===== src/rtl/pet_need_scheduler.sv =====
// ============================================================================
//  Module   : pet_need_scheduler
//  Purpose  : Owns the four pet need levels, decays them round-robin on time
//             ticks and raises them on arbitrated, debounced button actions.
//  Revision : 1.0 - initial release
// ============================================================================
`default_nettype none

module pet_need_scheduler #(
    parameter int TICK_CYCLES = 12500000,
    parameter int TEST_DIV    = 10,
    parameter int DECAY_TICKS = 60,
    parameter int HOLD_CYCLES = 3125000
) (
    input  logic       clk,
    input  logic       reseteo,
    input  logic       btn_carino,
    input  logic       btn_comida,
    input  logic       btn_medicina,
    input  logic       btn_dormir,
    input  logic       modo_test,
    input  logic       test,
    output logic [1:0] nivel_animo,
    output logic [1:0] nivel_hambre,
    output logic [1:0] nivel_sueno,
    output logic [1:0] nivel_salud,
    output logic [1:0] slot,
    output logic       tick,
    output logic       led_animo,
    output logic       led_hambre,
    output logic       led_sueno,
    output logic       led_salud,
    output logic       alerta
);

    localparam int TICK_W = $clog2(TICK_CYCLES + 1);
    localparam int SLOT_W = $clog2(DECAY_TICKS + 1);
    localparam int HOLD_W = $clog2(HOLD_CYCLES + 1);

    localparam logic [TICK_W-1:0] TICK_LAST_NORM = TICK_W'(TICK_CYCLES - 1);
    localparam logic [TICK_W-1:0] TICK_LAST_TEST = TICK_W'(TICK_CYCLES / TEST_DIV - 1);
    localparam logic [SLOT_W-1:0] SLOT_LAST      = SLOT_W'(DECAY_TICKS - 1);
    localparam logic [HOLD_W-1:0] HOLD_LAST      = HOLD_W'(HOLD_CYCLES - 1);
    localparam logic [HOLD_W-1:0] HOLD_FROZEN    = HOLD_W'(HOLD_CYCLES);

    typedef enum logic [1:0] {
        S_ANIMO  = 2'd0,
        S_HAMBRE = 2'd1,
        S_SUENO  = 2'd2,
        S_SALUD  = 2'd3
    } slot_t;

    slot_t             state;
    slot_t             state_next;
    logic [TICK_W-1:0] tick_cnt;
    logic [SLOT_W-1:0] slot_cnt;
    logic              modo_q;
    logic              mode_chg;
    logic [TICK_W-1:0] tick_last;
    logic              decay;
    logic [3:0]        btns;
    logic [3:0]        hold_set;
    logic [3:0]        pend;
    logic [3:0]        grant;

    // ---------------- tick generator ----------------
    always_comb begin
        mode_chg  = modo_test ^ modo_q;
        tick_last = modo_test ? TICK_LAST_TEST : TICK_LAST_NORM;
        tick      = !mode_chg && (tick_cnt == tick_last);
    end

    always_ff @(posedge clk or negedge reseteo) begin
        if (!reseteo) begin
            tick_cnt <= '0;
            modo_q   <= 1'b0;
        end else begin
            modo_q <= modo_test;
            if (mode_chg || tick) tick_cnt <= '0;
            else                  tick_cnt <= tick_cnt + TICK_W'(1);
        end
    end

    // ---------------- slot scheduling ----------------
    assign decay = (tick && (slot_cnt == SLOT_LAST)) || (modo_test && test);

    always_ff @(posedge clk or negedge reseteo) begin
        if (!reseteo)   slot_cnt <= '0;
        else if (decay) slot_cnt <= '0;
        else if (tick)  slot_cnt <= slot_cnt + SLOT_W'(1);
    end

    always_ff @(posedge clk or negedge reseteo) begin
        if (!reseteo) state <= S_ANIMO;
        else          state <= state_next;
    end

    always_comb begin
        state_next = state;
        if (decay) begin
            unique case (state)
                S_ANIMO:  state_next = S_HAMBRE;
                S_HAMBRE: state_next = S_SUENO;
                S_SUENO:  state_next = S_SALUD;
                default:  state_next = S_ANIMO;
            endcase
        end
    end

    assign slot = state;

    // ---------------- button hold detection ----------------
    assign btns = {btn_dormir, btn_medicina, btn_comida, btn_carino};

    genvar gi;
    generate
        for (gi = 0; gi < 4; gi++) begin : g_hold
            logic [HOLD_W-1:0] cnt;
            // Parks at HOLD_FROZEN after firing so a held button yields one action.
            always_ff @(posedge clk or negedge reseteo) begin
                if (!reseteo)                cnt <= '0;
                else if (!btns[gi])          cnt <= '0;
                else if (cnt == HOLD_LAST)   cnt <= HOLD_FROZEN;
                else if (cnt != HOLD_FROZEN) cnt <= cnt + HOLD_W'(1);
            end
            assign hold_set[gi] = btns[gi] && (cnt == HOLD_LAST);
        end
    endgenerate

    // ---------------- recovery arbiter ----------------
    always_comb begin
        grant = 4'b0000;
        if      (pend[0]) grant = 4'b0001;
        else if (pend[1]) grant = 4'b0010;
        else if (pend[2]) grant = 4'b0100;
        else if (pend[3]) grant = 4'b1000;
    end

    always_ff @(posedge clk or negedge reseteo) begin
        if (!reseteo) pend <= 4'b0000;
        else          pend <= (pend & ~grant) | hold_set;
    end

    // ---------------- levels ----------------
    function automatic logic [1:0] upd(input logic [1:0] lvl, input logic dn, input logic up);
        logic [1:0] r;
        r = lvl;
        if (dn && !up && (lvl != 2'd0)) r = lvl - 2'd1;
        if (up && !dn && (lvl != 2'd3)) r = lvl + 2'd1;
        return r;
    endfunction

    always_ff @(posedge clk or negedge reseteo) begin
        if (!reseteo) begin
            nivel_animo  <= 2'd3;
            nivel_hambre <= 2'd3;
            nivel_sueno  <= 2'd3;
            nivel_salud  <= 2'd3;
        end else begin
            nivel_animo  <= upd(nivel_animo,  decay && (state == S_ANIMO),  grant[0]);
            nivel_hambre <= upd(nivel_hambre, decay && (state == S_HAMBRE), grant[1]);
            nivel_salud  <= upd(nivel_salud,  decay && (state == S_SALUD),  grant[2]);
            // Sleeping pet is exempt from the sleep decay.
            nivel_sueno  <= upd(nivel_sueno,  decay && (state == S_SUENO) && !btn_dormir, grant[3]);
        end
    end

    always_ff @(posedge clk or negedge reseteo) begin
        if (!reseteo) begin
            led_animo  <= 1'b1;
            led_hambre <= 1'b1;
            led_sueno  <= 1'b1;
            led_salud  <= 1'b1;
            alerta     <= 1'b0;
        end else begin
            led_animo  <= (nivel_animo  == 2'd3);
            led_hambre <= (nivel_hambre == 2'd3);
            led_sueno  <= (nivel_sueno  == 2'd3);
            led_salud  <= (nivel_salud  == 2'd3);
            alerta     <= (nivel_animo == 2'd0) || (nivel_hambre == 2'd0) ||
                          (nivel_sueno == 2'd0) || (nivel_salud  == 2'd0);
        end
    end

endmodule

`default_nettype wire

===== config.mk =====
export PLATFORM = sky130hd
export DESIGN_NAME = pet_need_scheduler
export DESIGN_NICKNAME = d
export VERILOG_FILES = /design/src/rtl/pet_need_scheduler.sv
export SDC_FILE = /design/constraint.sdc
export NUM_CORES = 1
export LEC_CHECK = 0
export BUFFER_PORTS_ARGS = -buffer_cell sky130_fd_sc_hd__buf_2
export CAP_MARGIN = 20
export CORE_UTILIZATION = 62
export CTS_CLUSTER_DIAMETER = 60
export DETAILED_ROUTE_END_ITERATION = 6
export HOLD_SLACK_MARGIN = 0.12
export PLACE_DENSITY = 0.81
export SETUP_SLACK_MARGIN = 0.5
export SLEW_MARGIN = 0
export SYNTH_ARGS = -nofsm -noshare
export SYNTH_HDL_FRONTEND = slang
export SYNTH_SLANG_ARGS = --single-unit

===== constraint.sdc =====
create_clock -name clk -period 2.8 [get_ports clk]
set_input_delay 0.42 -clock clk [delete_from_list [all_inputs] [get_ports clk]]
set_output_delay 0.42 -clock clk [all_outputs]
set_load 0.05 [all_outputs]

==> metrics.cfg <==
[floorplanning]
num_rows = 38
start_util = 0.642
die-height_um = 108
design.die.area_sq_um = 11700
ios = 24
die_x_um = 108
core_sq_um = 10900

[synth]
synth_edf_count = 0
async_reset_ff_frac = 1.00
synth.top_cells.by_area = dfrtp_1 (45%), xor2_1 (8.1%), nor2_1 (7.5%)
mappedNetlistNets = 747
synth_area_sq_um = 6990
yosysTopAreaCell = dfrtp_1
ys.warnings.count = 0
syn_inst = 725
ys_types = 53
synth_top_area_frac = 0.451
seq_area_frac_synth = 0.497
syn_area_per_cell_sq_um = 9.64
ys_ff_latch = 138
ys.flop_type = dfrtp_1

[detailed_routing]
ant_nets = 0
drt-vias-per-instance = 5.82
wl_um = 15000
drcViolationCount = 0
vias = 5450
drt_iter0_markers = 373
avgRoutedWirePerCell_um = 16.0
dr.pass1.iters = 5

[critical_path]
r2r_slack_ps = 280
critPathKind = reg -> out
path_max_fanout = 3
cp_slowest_cell = or4_4
crit_family = simple AND/OR/NAND/NOR gates
arrival_ps = 2100
r2r-end = nivel_sueno[0]
slowest_delay_ps = 550
critPathLaunchType = register
r2r_cells = 8
crit_required_ps = 2380
critPathLaunch = tick_cnt[19]
reg2reg_from = tick_cnt[14]
end_kind = primary output
crit_buf_inv = 1
worstPathCellList = or4_4 > nor2_4 > o2111ai_2 > nor2_2 > buf_6

[layout]
layout_commonest_cell = nor2_1
drive_gt1_frac = 0.151
num-fill-cells = 677
final_cell_mix = nor2_1 (137), dfrtp_1 (126), nand2_1 (68), xor2_1 (65), nand3_1 (42)
synthToLayoutAreaGrowth_pct = 17.5
fin_nets = 805
diodes = 0

[global_routing]
gr-usage-met3 = 0.0693
grt_pass1_vias = 5360
grt-ovfl-total = 0
antenna_found_initial = 0
grtUsageMet2 = 0.450
grt_pass1_wl_um = 24500
grt.met1_usage = 0.338
grt_max_degree = 80
track_usage = 0.270
busiest_layer = met2

[power_and_ir_drop]
p_leak_nw = 3.58
p_per_area_nw_per_um2 = 655
p_total_mw = 5.38
ir_drop_mv = 0.577

[clock_tree]
numCtsBuffers = 17
clkSinkCount = 138
h-tree-depth = 4
clk_latency_ps = 530
clk_pin_slew_ps = 60
cts_root_buf = clkbuf_8
clockBufferDepth = 2
cts_tree = yes

[timing]
min_period_ps = 2520
hold_viol_final = 0
finClkSkew_ps = 7.26
layout_worst_path_cycle_share = 0.900
fmax_ghz = 0.397
final.setup.tns_ps = 0
slew_viol_final = 0
finalSetupViolations = 0
grt_setup_unrepaired = yes
relSlewSlack = 0.524
max_slew.worst_pin.slew_ps = 713

[placed_design]
io_buffers = 23
place_congestion = 0.817
dpl.hpwl_um = 9370

[status]
status = complete, no violations

[min_path]
whs_path_depth = 2
hold_path.class = in -> reg
whs_endpoint = g_hold[1].cnt[11]
holdCritStartpoint = btn_comida

[run]
cap_violations = 0

-- state kept, by name, summed over array words and instances (netlist names), 2 cells and up --
signal / count
nivel_animo: 2
nivel_sueno: 2
nivel_salud: 2
g_hold.cnt: 88
pend: 4
nivel_hambre: 2
slot_cnt: 6
slot: 2
tick_cnt: 24
-- metrics by stage --
| step | util | worst slack, ps | hold slack (ps) | cell area (sq um) | instances |
|---|---|---|---|---|---|
| 2_1_floorplan | - | 516 | 124 | 6990 | 725 |
| 3_3_place_gp | 0.669 | 535 | 439 | 7280 | 882 |
| 3_5_place_dp | 0.669 | 434 | 446 | 7280 | 882 |
| 4_1_cts | 0.741 | 294 | 127 | 8060 | 924 |
| 5_1_grt | 0.754 | 203 | 132 | 8210 | 936 |
| 6_report | 0.754 | 279 | 147 | 8210 | 936 |
-- logic make-up after synthesis --
group	after synthesis	share of synthesized area
AOI/OAI and AO/OA	50	0.0493
xor gates and xnor gates	103	0.129
adders and majority gates	14	0.0251
buffers and inverters	36	0.0211
DFF	138	0.497
muxes	7	0.0111
and+or+nand+nor	377	0.268
-- layout make-up --
class | count | area [sq um] | area share
inverters | 24 | 90.1 | 0.0110
repair buffers | 51 | 372 | 0.0453
clock inverters | 11 | 166 | 0.0203
flip-flops and latches | 138 | 3470 | 0.423
clock buffers | 21 | 469 | 0.0572
multi-input cells | 551 | 3460 | 0.422
well taps | 140 | 175 | 0.0213
-- Yosys cell counts (3+ instances only) --
master    count
a21oi_1      17
nor2_1      140
nor4b_1       7
mux2i_1       4
or3_1         8
inv_1        24
and2_1       10
nand4_1      24
nor2b_1       3
o21ai_0      14
ha_1         14
or4_1         3
and3_1       19
xor2_1       65
nor4_1        7
nand3_1      44
dfrtp_1     126
nor3_1       12
nand2b_1      7
nand4b_1      3
and4_1       11
nand2_1      68
dfstp_2      12
clkbuf_1      7
xnor2_1      38
buf_2         4
-- worst max path at each step --
stage	end	slack, ps	cells after the start
floorplan	tick	520	5
global placement	nivel_hambre[0]	540	8
detailed placement	nivel_hambre[0]	430	8
CTS	tick	290	5
global route	nivel_sueno[0]	200	8
finish	tick	280	5
-- routing by layer --
layer  wire length, um  vias to the layer above
li1                  -                     2592
met1              6450                     2691
met2              7520                      132
met3               670                       35
met4               332                        0
met5                 0                        -
-- where the power goes --
part | internal [mW] | switching [mW]
Combinational | 0.215 | 0.533
Sequential | 2.13 | 0.125
Clock | 1.54 | 0.834
Total | 3.89 | 1.49
-- what timing repair did --
action	in CTS	in global routing
gates resized for setup	13	13
hold buffers	2	0
endpoints found under the setup margin	1	16
endpoints found under the hold margin	66	0
buffers inserted	8	11
cloned	0	1
pin swaps	5	5
Note: power is estimated with default switching activity, not from simulation.
